==> src/rtl/rv_pipe_ctrl.sv <==
// rv_pipe_ctrl: RV32I 5-stage pipeline control unit.
// Decodes in D, carries control through the D/E, E/M and M/W registers,
// and resolves branch/jump redirection in E.
module rv_pipe_ctrl #(
  parameter bit EN_FULL_BRANCH = 1'b1,
  parameter bit EN_SHIFT       = 1'b1,
  parameter bit EN_UTYPE       = 1'b1
) (
  input  logic       clk,
  input  logic       reset,
  input  logic [6:0] opD,
  input  logic [2:0] funct3D,
  input  logic       funct7b5D,
  input  logic       FlushE,
  input  logic       Hold,
  input  logic       ZeroE,
  input  logic       LtE,
  input  logic       LtuE,
  output logic [2:0] ImmSrcD,
  output logic       IllegalD,
  output logic [3:0] ALUControlE,
  output logic [1:0] ALUSrcAE,
  output logic       ALUSrcBE,
  output logic       PCSrcE,
  output logic       PCTargetSrcE,
  output logic       ResultSrcE0,
  output logic       RegWriteE,
  output logic       RegWriteM,
  output logic       RegWriteW,
  output logic       MemWriteM,
  output logic [2:0] funct3M,
  output logic [1:0] ResultSrcW,
  output logic       IllegalE
);

  typedef enum logic [3:0] {
    ALU_ADD  = 4'b0000,
    ALU_SUB  = 4'b0001,
    ALU_AND  = 4'b0010,
    ALU_OR   = 4'b0011,
    ALU_XOR  = 4'b0100,
    ALU_SLT  = 4'b0101,
    ALU_SLTU = 4'b0110,
    ALU_SLL  = 4'b0111,
    ALU_SRL  = 4'b1000,
    ALU_SRA  = 4'b1001
  } alu_ctrl_e;

  typedef enum logic [1:0] {
    OP_ADD  = 2'b00,
    OP_SUB  = 2'b01,
    OP_FUNC = 2'b10
  } alu_op_e;

  typedef struct packed {
    logic       reg_w;
    logic [1:0] res_src;
    logic       mem_w;
    logic       jump;
    logic       branch;
    logic       jalr;
    alu_ctrl_e  alu_ctrl;
    logic [1:0] src_a;
    logic       src_b;
    logic [2:0] funct3;
    logic       illegal;
  } de_t;

  typedef struct packed {
    logic       reg_w;
    logic [1:0] res_src;
    logic       mem_w;
    logic [2:0] funct3;
  } em_t;

  typedef struct packed {
    logic       reg_w;
    logic [1:0] res_src;
  } mw_t;

  de_t       de_d, de_q;
  em_t       em_d, em_q;
  mw_t       mw_d, mw_q;
  alu_op_e   alu_op;
  alu_ctrl_e alu_ctrl;
  logic      reg_w, mem_w, branch, jump, jalr, src_b, illegal, taken;
  logic [1:0] src_a, res_src;
  logic [2:0] imm_src;

  // Main decoder: raw controls and legality of the instruction in D.
  always_comb begin
    reg_w   = 1'b0;
    mem_w   = 1'b0;
    branch  = 1'b0;
    jump    = 1'b0;
    jalr    = 1'b0;
    imm_src = 3'b000;
    src_a   = 2'b00;
    src_b   = 1'b0;
    res_src = 2'b00;
    alu_op  = OP_ADD;
    illegal = 1'b0;
    unique case (opD)
      7'b0000011: begin reg_w = 1'b1; src_b = 1'b1; res_src = 2'b01; end
      7'b0100011: begin mem_w = 1'b1; imm_src = 3'b001; src_b = 1'b1; end
      7'b0110011, 7'b0010011: begin
        reg_w  = 1'b1;
        src_b  = (opD == 7'b0010011);
        alu_op = OP_FUNC;
        if (!EN_SHIFT && (funct3D == 3'b001 || funct3D == 3'b101)) illegal = 1'b1;
      end
      7'b1100011: begin
        branch  = 1'b1;
        imm_src = 3'b010;
        alu_op  = OP_SUB;
        if (funct3D == 3'b010 || funct3D == 3'b011) illegal = 1'b1;
        if (!EN_FULL_BRANCH && funct3D[2]) illegal = 1'b1;
      end
      7'b1101111: begin reg_w = 1'b1; jump = 1'b1; imm_src = 3'b011; res_src = 2'b10; end
      7'b1100111: begin
        reg_w = 1'b1; jump = 1'b1; jalr = 1'b1; src_b = 1'b1; res_src = 2'b10;
        if (funct3D != 3'b000) illegal = 1'b1;
      end
      7'b0110111: begin
        reg_w = 1'b1; imm_src = 3'b100; src_a = 2'b10; src_b = 1'b1;
        if (!EN_UTYPE) illegal = 1'b1;
      end
      7'b0010111: begin
        reg_w = 1'b1; imm_src = 3'b100; src_a = 2'b01; src_b = 1'b1;
        if (!EN_UTYPE) illegal = 1'b1;
      end
      default: illegal = 1'b1;
    endcase
  end

  // ALU decoder: ALUOp plus funct3/funct7b5 to ALU operation code.
  always_comb begin
    alu_ctrl = ALU_ADD;
    unique case (alu_op)
      OP_SUB:  alu_ctrl = ALU_SUB;
      OP_FUNC: begin
        unique case (funct3D)
          3'b000:  alu_ctrl = (opD == 7'b0110011 && funct7b5D) ? ALU_SUB : ALU_ADD;
          3'b001:  alu_ctrl = ALU_SLL;
          3'b010:  alu_ctrl = ALU_SLT;
          3'b011:  alu_ctrl = ALU_SLTU;
          3'b100:  alu_ctrl = ALU_XOR;
          3'b101:  alu_ctrl = funct7b5D ? ALU_SRA : ALU_SRL;
          3'b110:  alu_ctrl = ALU_OR;
          default: alu_ctrl = ALU_AND;
        endcase
      end
      default: alu_ctrl = ALU_ADD;
    endcase
  end

  // Assemble D/E payload; an illegal instruction carries no side effects.
  always_comb begin
    de_d          = '0;
    de_d.reg_w    = reg_w  & ~illegal;
    de_d.mem_w    = mem_w  & ~illegal;
    de_d.branch   = branch & ~illegal;
    de_d.jump     = jump   & ~illegal;
    de_d.jalr     = jalr   & ~illegal;
    de_d.res_src  = res_src;
    de_d.alu_ctrl = alu_ctrl;
    de_d.src_a    = src_a;
    de_d.src_b    = src_b;
    de_d.funct3   = funct3D;
    de_d.illegal  = illegal;
  end

  // D/E register: reset, then Hold (flush not latched), then flush, then load.
  always_ff @(posedge clk) begin
    if (reset)       de_q <= '0;
    else if (!Hold)  de_q <= FlushE ? '0 : de_d;
  end

  // E/M and M/W next-state: plain forward shift.
  always_comb begin
    em_d         = '0;
    em_d.reg_w   = de_q.reg_w;
    em_d.res_src = de_q.res_src;
    em_d.mem_w   = de_q.mem_w;
    em_d.funct3  = de_q.funct3;
    mw_d         = '0;
    mw_d.reg_w   = em_q.reg_w;
    mw_d.res_src = em_q.res_src;
  end

  // E/M and M/W registers: reset clears, Hold freezes.
  always_ff @(posedge clk) begin
    if (reset) begin
      em_q <= '0;
      mw_q <= '0;
    end else if (!Hold) begin
      em_q <= em_d;
      mw_q <= mw_d;
    end
  end

  // Branch condition by funct3 in E.
  always_comb begin
    taken = 1'b0;
    unique case (de_q.funct3)
      3'b000:  taken = ZeroE;
      3'b001:  taken = ~ZeroE;
      3'b100:  taken = LtE;
      3'b101:  taken = ~LtE;
      3'b110:  taken = LtuE;
      3'b111:  taken = ~LtuE;
      default: taken = 1'b0;
    endcase
  end

  assign ImmSrcD      = imm_src;
  assign IllegalD     = illegal;
  assign ALUControlE  = de_q.alu_ctrl;
  assign ALUSrcAE     = de_q.src_a;
  assign ALUSrcBE     = de_q.src_b;
  assign PCSrcE       = ((de_q.branch & taken) | de_q.jump) & ~Hold;
  assign PCTargetSrcE = de_q.jalr;
  assign ResultSrcE0  = de_q.res_src[0];
  assign RegWriteE    = de_q.reg_w;
  assign IllegalE     = de_q.illegal;
  assign RegWriteM    = em_q.reg_w;
  assign MemWriteM    = em_q.mem_w;
  assign funct3M      = em_q.funct3;
  assign RegWriteW    = mw_q.reg_w;
  assign ResultSrcW   = mw_q.res_src;

endmodule

==> config.mk <==
export PLATFORM = sky130hd
export DESIGN_NAME = rv_pipe_ctrl
export DESIGN_NICKNAME = d
export VERILOG_FILES = /design/src/rtl/rv_pipe_ctrl.sv
export SDC_FILE = /design/constraint.sdc
export NUM_CORES = 1
export LEC_CHECK = 0
export BUFFER_PORTS_ARGS = -buffer_cell sky130_fd_sc_hd__buf_2
export CORE_MARGIN = 4
export CORE_UTILIZATION = 30
export DETAILED_ROUTE_END_ITERATION = 8
export PLACE_DENSITY = 0.56
export SYNTH_ARGS = -nofsm -noshare
export SYNTH_HDL_FRONTEND = slang
export SYNTH_SLANG_ARGS = --single-unit
==> constraint.sdc <==
create_clock -name clk -period 5 [get_ports clk]
set_input_delay 0.25 -clock clk [delete_from_list [all_inputs] [get_ports clk]]
set_output_delay 0.25 -clock clk [all_outputs]
set_load 0.005 [all_outputs]
# Yosys cells after proc, flatten, opt, wreduce, memory -nomap -nowiden
# Index checks and enable logic that the tools add are counted.
# word_totals
output_inout_bits,24
register_bits,28
elab_cells,82
in_bits,18
# classes
n_reduce_logical,11
muxes,19
bitwise,13
n_eq_ne,22
# op_table
operator,count
$pmux 4 s7,1
$eq 3x3->1 const B,7
$eq 7x6->1 const B,3
$eq 7x7->1 const B,3
$mux 18,1
$eq 7x5->1 const B,2
$reduce_or 7->1,2
$pmux 2 s2,3
$pmux 3 s4,1
$mux 1,9
$pmux 4 s2,1
$and 1x1->1,7
$eq 7x2->1 const B,1
$eq 3x1->1 const B,2
$eq 3x2->1 const B,2
$logic_not 3->1,2
$pmux 1 s6,1
$reduce_or 2->1,3
$not 1->1,5
$reduce_or 5->1,1
$pmux 1 s3,1
$reduce_bool 3->1,1
$eq 2x1->1 const B,1
$eq 2x2->1 const B,1
4 further kinds,4

# Depth between registers and ports, before layout
# Gate-level depths: netlist of run 1.
# depth
depth_word,7
ltp_mapped,9
mapped_depth_nobuf,9

# Least setup slack after synthesis of run 1
# Ideal clock, no wire load.
# synth_timing
path_kind,input to register
startpoint,in opD[4]
endpoint,"reg de_q, in the netlist ALUControlE[1]"
cell_stages,8
arrival_ps,1684
path_slack_ps,3250
path_buffers,0
t_required_ps,4934
setup_ps,66
path_cell_list,and4b_1 -> nand2_1 -> nor3_1 -> inv_1 -> ha_1 -> nor3b_1 -> a22oi_1 -> nor2_1
# synth_between
elab_chain_cells,6
elab_cells_between_ends,9
classes_between,eq/ne: 5; mux: 3; reduce/logical: 1
# synth_rtl
element,line,rtl
from (decl),11,"input logic [6:0] opD,"
$eq 7x5->1 or $eq 7x6->1 (tied branches),103,unique case (opD)
$reduce_or 2->1,-,
$pmux 2 s2 *,103,
$eq 2x2->1 or $eq 2x1->1 (tied branches),139,unique case (alu_op)
$pmux 4 s2 *,139,
$mux 18 *,176,else if (!Hold) de_q <= FlushE ? '0 : de_d;
to (signal assigned),176,
to (decl),81,"de_t de_d, de_q;"
# Mark *: on every way between the ends. The rest lies on a longest branch, timed or not.
# A chain may end at the register's enable or synchronous reset.

# Worst setup path in the final report of run 1
# Same ends and word-level chain as after synthesis.

==> reports/metrics.yaml, run 1 <==
cp.required_ps: 5210
io_buffers: 41
start_kind: "primary input"
dieArea_sq_um: 5790
syn_area_sq_um: 1390
drive_above_1_share_pct: 24.3
setup_viol: 0
die_w_um: 76.1
drt-initial-drc-count: 92
crit_fanout: 8
cts-root-buf: "clkbuf_8"
cts.htree.levels: 1
synth_edf_count: 0
powerDensity_nw_per_um2: 274
crit_buf_inv: 2
p_leak_uw: 0.000744
crit_chain: "buf_2 > and4b_1 > nand2_1 > nor3_1 > inv_1 > ha_1 > nor3b_1 > a22oi_1 > nor2_1"
postSynthCellCount: 161
postRouteAntennaNets: 0
tns_ps: 0
gr-total-overflow: 0
die_h_um: 76.1
max_freq_mhz: 549
r2r_cells: 2
min_path_cells: 3
post_cts_resized: 0
area_growth_pct: 17.4
critPathCaptureType: "flip-flop"
slowest_delay_ps: 330
drc: 0
clk_latency_ps: 270
clock_skew_ps: 1.20
post_drt_wl_per_cell_um: 13.8
grt_first_pass_wirelength_um: 5380
r2r_setup_slack_ps: 4300
slowest_stage: "and4b_1"
reg2reg_from: "ResultSrcE0"
cts_sinks: 28
core-area_sq_um: 4410
yosysWarnings: 0
timing.final.crit_share_pct: 36.4
synth_cell_types: 38
wl_um: 3320
hold_class: "in -> reg"
antenna_found_initial: 0
ioPinCount: 42
path_clk_slew_ps: 90
finalHoldViolations: 0
layout.nets: 210
status: "completed"
rsz0062_at_grt: "false"
ys_seq_elements: 28
seq_area_frac_synth_pct: 40.3
min_from: "opD[5]"
grt_max_degree: 33
cts_tree: "done"
synthFlopType: "dfxtp_1"
place.gp.congestion: 0.825
slew_violations: 0
synthArstFlopShare_pct: 0
relSlewSlack_pct: 55.0
crit_type: "in -> reg"
first_global_vias: 1074
drt_first_pass_iters: 4
ir_worst_vdd_mv: 0.113
post_cts_buffers: 0
syn_nets: 181
worstMarginPinSlew_ps: 675
track_usage_pct: 11.4
min_period_ps: 1820
via_count: 1204
hpwl_um: 2470
cts_inserted_buffers: 3
clockBufferDepth: 2
initial_core_util_pct: 31.5
postCtsHoldBufs: 0
critical_path.top_delay_family: "simple AND/OR/NAND/NOR gates"
drv_cap: 0
crit_start: "opD[4]"
rows: 24
diodes: 0
routed_via_density: 5.00
power_uw: 447
arrival_ps: 2030
r2r-end: "ResultSrcE0"
syn_area_per_cell_sq_um: 8.64
worstHoldEndpoint: "ALUSrcAE[1]"
==> layer usage <==
metal	up-vias	global-route usage, %	part of all wire (%)
li1	615	-	-
met2	40	15.4	41
met1	545	16.7	51
met4	0	4.72	1.7
met5	-	0	0
met3	4	3.19	6.7
==> kinds of logic after synthesis <==
| kind of cell | after synthesis | synth area share (%) |
|---|---|---|
| buffers and inverters | 21 | 8.18 |
| adders and majority gates | 2 | 1.80 |
| DFF | 28 | 40.3 |
| AOI/OAI and AO/OA | 30 | 15.8 |
| and+or+nand+nor | 66 | 24.1 |
| xor gates and xnor gates | 3 | 1.89 |
| muxes | 11 | 7.91 |
==> final cells by class <==
cell class	count	area [sq um]
clock buffers	3	41.3
multi-input cells	112	717
well taps	52	65.1
inverters	4	15.0
fillers	465	2780
clock inverters	1	30.0
flip-flops and latches	28	561
repair buffers	41	205
==> cells in the final DEF (no fill, tap or decap), types with 3 or more instances in the layout <==
cell	n
mux2i_1	11
dfxtp_1	28
nand2_1	7
buf_2	41
nor3b_1	3
nand2b_1	5
nor3_1	6
a22oi_1	5
nor2_1	31
a21oi_1	5
o21ai_0	3
inv_1	4
xnor2_1	3
nor2b_1	3
a22o_1	5
a21o_1	3
clkbuf_8	3
==> how the worst max path moves through the flow <==
stage | endpoint | slack (ps) | cells past startpoint
5_1_grt | ALUControlE[2] | 2990 | 9
4_1_cts | ALUControlE[1] | 3180 | 9
6_report | ALUControlE[1] | 3180 | 9
2_1_floorplan | ALUControlE[1] | 3250 | 8
3_5_place_dp | ALUControlE[1] | 2880 | 9
3_3_place_gp | ALUControlE[2] | 2940 | 9
==> power by group <==
part           switching [uW]  internal [uW]  leakage (uW)
logic                    26.3           17.4      0.000482
registers                1.68            225      0.000226
clock network            69.7            107     0.0000357
==> synth_stat cells, types with 2 or more instances <==
library cell / count / share of area (%)
nor2_1: 31 / 8.4
dfxtp_1: 28 / 40
mux2i_1: 11 / 7.9
buf_4: 9 / 4.9
nand2_1: 7 / 1.9
nor3_1: 6 / 2.2
a21oi_1: 5 / 1.8
a22o_1: 5 / 3.1
a22oi_1: 5 / 2.7
clkbuf_1: 5 / 1.3
nand2b_1: 5 / 2.2
inv_1: 4 / 1.1
a21o_1: 3 / 1.6
nor2b_1: 3 / 1.3
nor3b_1: 3 / 1.6
o21ai_0: 3 / 1.1
xnor2_1: 3 / 1.9
a32oi_1: 2 / 1.3
and3_1: 2 / 0.90
buf_1: 2 / 0.54
ha_1: 2 / 1.8
==> worst reg2reg max path: cells and delay by family, from the launching register on <==
family          cells  cell delay, ps
compound gates      1             180
simple gates        1              60
flops               1             350
==> sequential cells by signal, summed over array words and instances, names as in the netlist <==
signal	flops
funct3M	3
de_q	7
ALUControlE	4
PCTargetSrcE	1
RegWriteM	1
MemWriteM	1
RegWriteW	1
ResultSrcW	2
em_q	2
IllegalE	1
RegWriteE	1
ALUSrcBE	1
ResultSrcE0	1
ALUSrcAE	2
==> per-stage QoR <==
stage	utilization (%)	instances	instance area, sq um	hold slack [ps]	worst slack, ps
2_1_floorplan	-	161	1390	417	3250
3_3_place_gp	35.4	237	1560	454	2940
3_5_place_dp	35.4	237	1560	468	2880
4_1_cts	37.0	241	1630	319	3180
5_1_grt	37.0	241	1630	366	2990
6_report	37.0	241	1630	331	3180
Note: power is estimated with default switching activity, not from simulation.
==> run 2: changes to the inputs <==
Settings changed: PLACE_DENSITY 0.56 to 0.58.
Clock period 5 ns to 1.6 ns, I/O delays scaled along.
==> reports/metrics.yaml, run 2 (synthesized netlist as in run 1, its figures left out) <==
status: "completed"
die_w_um: 76.1
crit_type: "reg -> out"
die_h_um: 76.1
area_growth_pct: 25.0
grt_max_degree: 17
cts_inserted_buffers: 3
worstHoldEndpoint: "ALUSrcBE"
dieArea_sq_um: 5790
post_drt_wl_per_cell_um: 13.4
gr-total-overflow: 0
core-area_sq_um: 4410
via_count: 1235
final_common_cell: "buf_2"
clk_latency_ps: 280
drt_first_pass_iters: 4
worstMarginPinSlew_ps: 478
slew_violations: 0
antenna_found_initial: 0
mostFrequentLayoutCells: "buf_2 (41), nor2_1 (31), dfxtp_1 (27), buf_4 (13), mux2i_1 (10)"
drt-initial-drc-count: 72
cts-root-buf: "clkbuf_8"
layout.nets: 223
r2r_setup_slack_ps: 920
first_global_vias: 1165
crit_fanout: 4
clock_skew_ps: 0.321
min_path_cells: 3
reg2reg_from: "ALUControlE[1]"
power_uw: 1430
drc: 0
hpwl_um: 2640
rsz0062_at_grt: "false"
final_area_sq_um: 1740
grt_first_pass_wirelength_um: 5910
largest_reg_flops: 7
cts_sinks: 28
p_leak_uw: 0.000812
cts_tree: "done"
routed_via_density: 4.86
cts.htree.levels: 1
ioPinCount: 42
path_clk_slew_ps: 110
powerDensity_nw_per_um2: 821
placed_cell_area_sq_um: 1660
hold_class: "in -> reg"
clockBufferDepth: 2
timing.final.crit_share_pct: 92.0
rows: 24
critPathCaptureType: "primary output"
arrival_ps: 1390
max_freq_mhz: 679
initial_core_util_pct: 31.5
regArea_sq_um: 564
postRouteAntennaNets: 0
min_period_ps: 1470
place.gp.congestion: 0.778
r2r-end: "ALUControlE[1]"
r2r_cells: 2
cp.required_ps: 1520
min_from: "Hold"
fin_cells: 254
setup_viol: 0
start_kind: "flip-flop"
track_usage_pct: 12.0
io_buffers: 41
dp.cells: 250
drive_above_1_share_pct: 30.2
whs_ps: 109
diodes: 0
wl_um: 3410
relSlewSlack_pct: 68.1
regMostFlops: "de_q"
multi_input_area_sq_um: 721
ir_worst_vdd_mv: 0.307
postCtsHoldBufs: 0
drv_cap: 0
fillers: 450
finalHoldViolations: 0
[run 2: cell count changes in the layout (fill, tap and decap cells not counted), sizes merged]
cell | previous run | this run
buf | 41 | 54
[run 2: what timing repair did]
item	in CTS	in global routing
endpoints found under the setup margin	0	1
buffers inserted	0	0
resized for setup	0	3
[run 2: cell type report]
cell class / count / share of cell area, %
Clock buffer: 3 / 2.37
Clock inverter: 1 / 1.73
Inverter: 4 / 0.863
Multi-Input combinational cell: 112 / 41.4
Sequential cell: 28 / 32.4
Tap cell: 52 / 3.74
Timing Repair Buffer: 54 / 17.4
[run 2: critical path, stage by stage, from the launching register on]
cell and delay, ps:
dfxtp_4 380, mux2i_2 230, xnor2_1 140, a21oi_1 90, o22ai_1 130, buf_2 140
[run 2: per-layer routing]
metal	global-route usage [%]	part of all wire [%]	up-vias	wire, um
met3	1.89	4.8	2	164
met2	16.8	43	33	1450
met4	4.37	0.79	0	27
met1	18.2	52	556	1770
li1	-	-	644	-
met5	0	0	-	0
[run 2: how the worst max path moves through the flow]
stage | startpoint | end | slack, ps
floorplan | opD[4] | ALUControlE[1] | 20
global placement | opD[3] | ALUControlE[0] | -9
detailed placement | opD[4] | ALUControlE[2] | 7
CTS | de_q[2] | PCSrcE | 40
global route | de_q[2] | PCSrcE | 10
finish | de_q[2] | PCSrcE | 130
[run 2: report_power, final]
group          leakage, uW  internal [uW]  switching (uW)  total [uW]
Clock            0.0000357            335             228         563
Combinational     0.000549           70.6            87.4         158
Sequential        0.000227            702            5.35         708
Total             0.000812           1110             321        1430
[run 2: stage by stage]
| step | setup WS (ps) | TNS [ps] | util (%) |
|---|---|---|---|
| after global placement | -8.54 | -13.5 | 37.6 |
| after CTS | 44.9 | 0 | 39.2 |
| final | 128 | 0 | 39.4 |
| after global routing | 10.9 | 0 | 39.4 |
| after floorplan | 20.0 | 0 | - |
| after detailed placement | 6.53 | 0 | 37.6 |
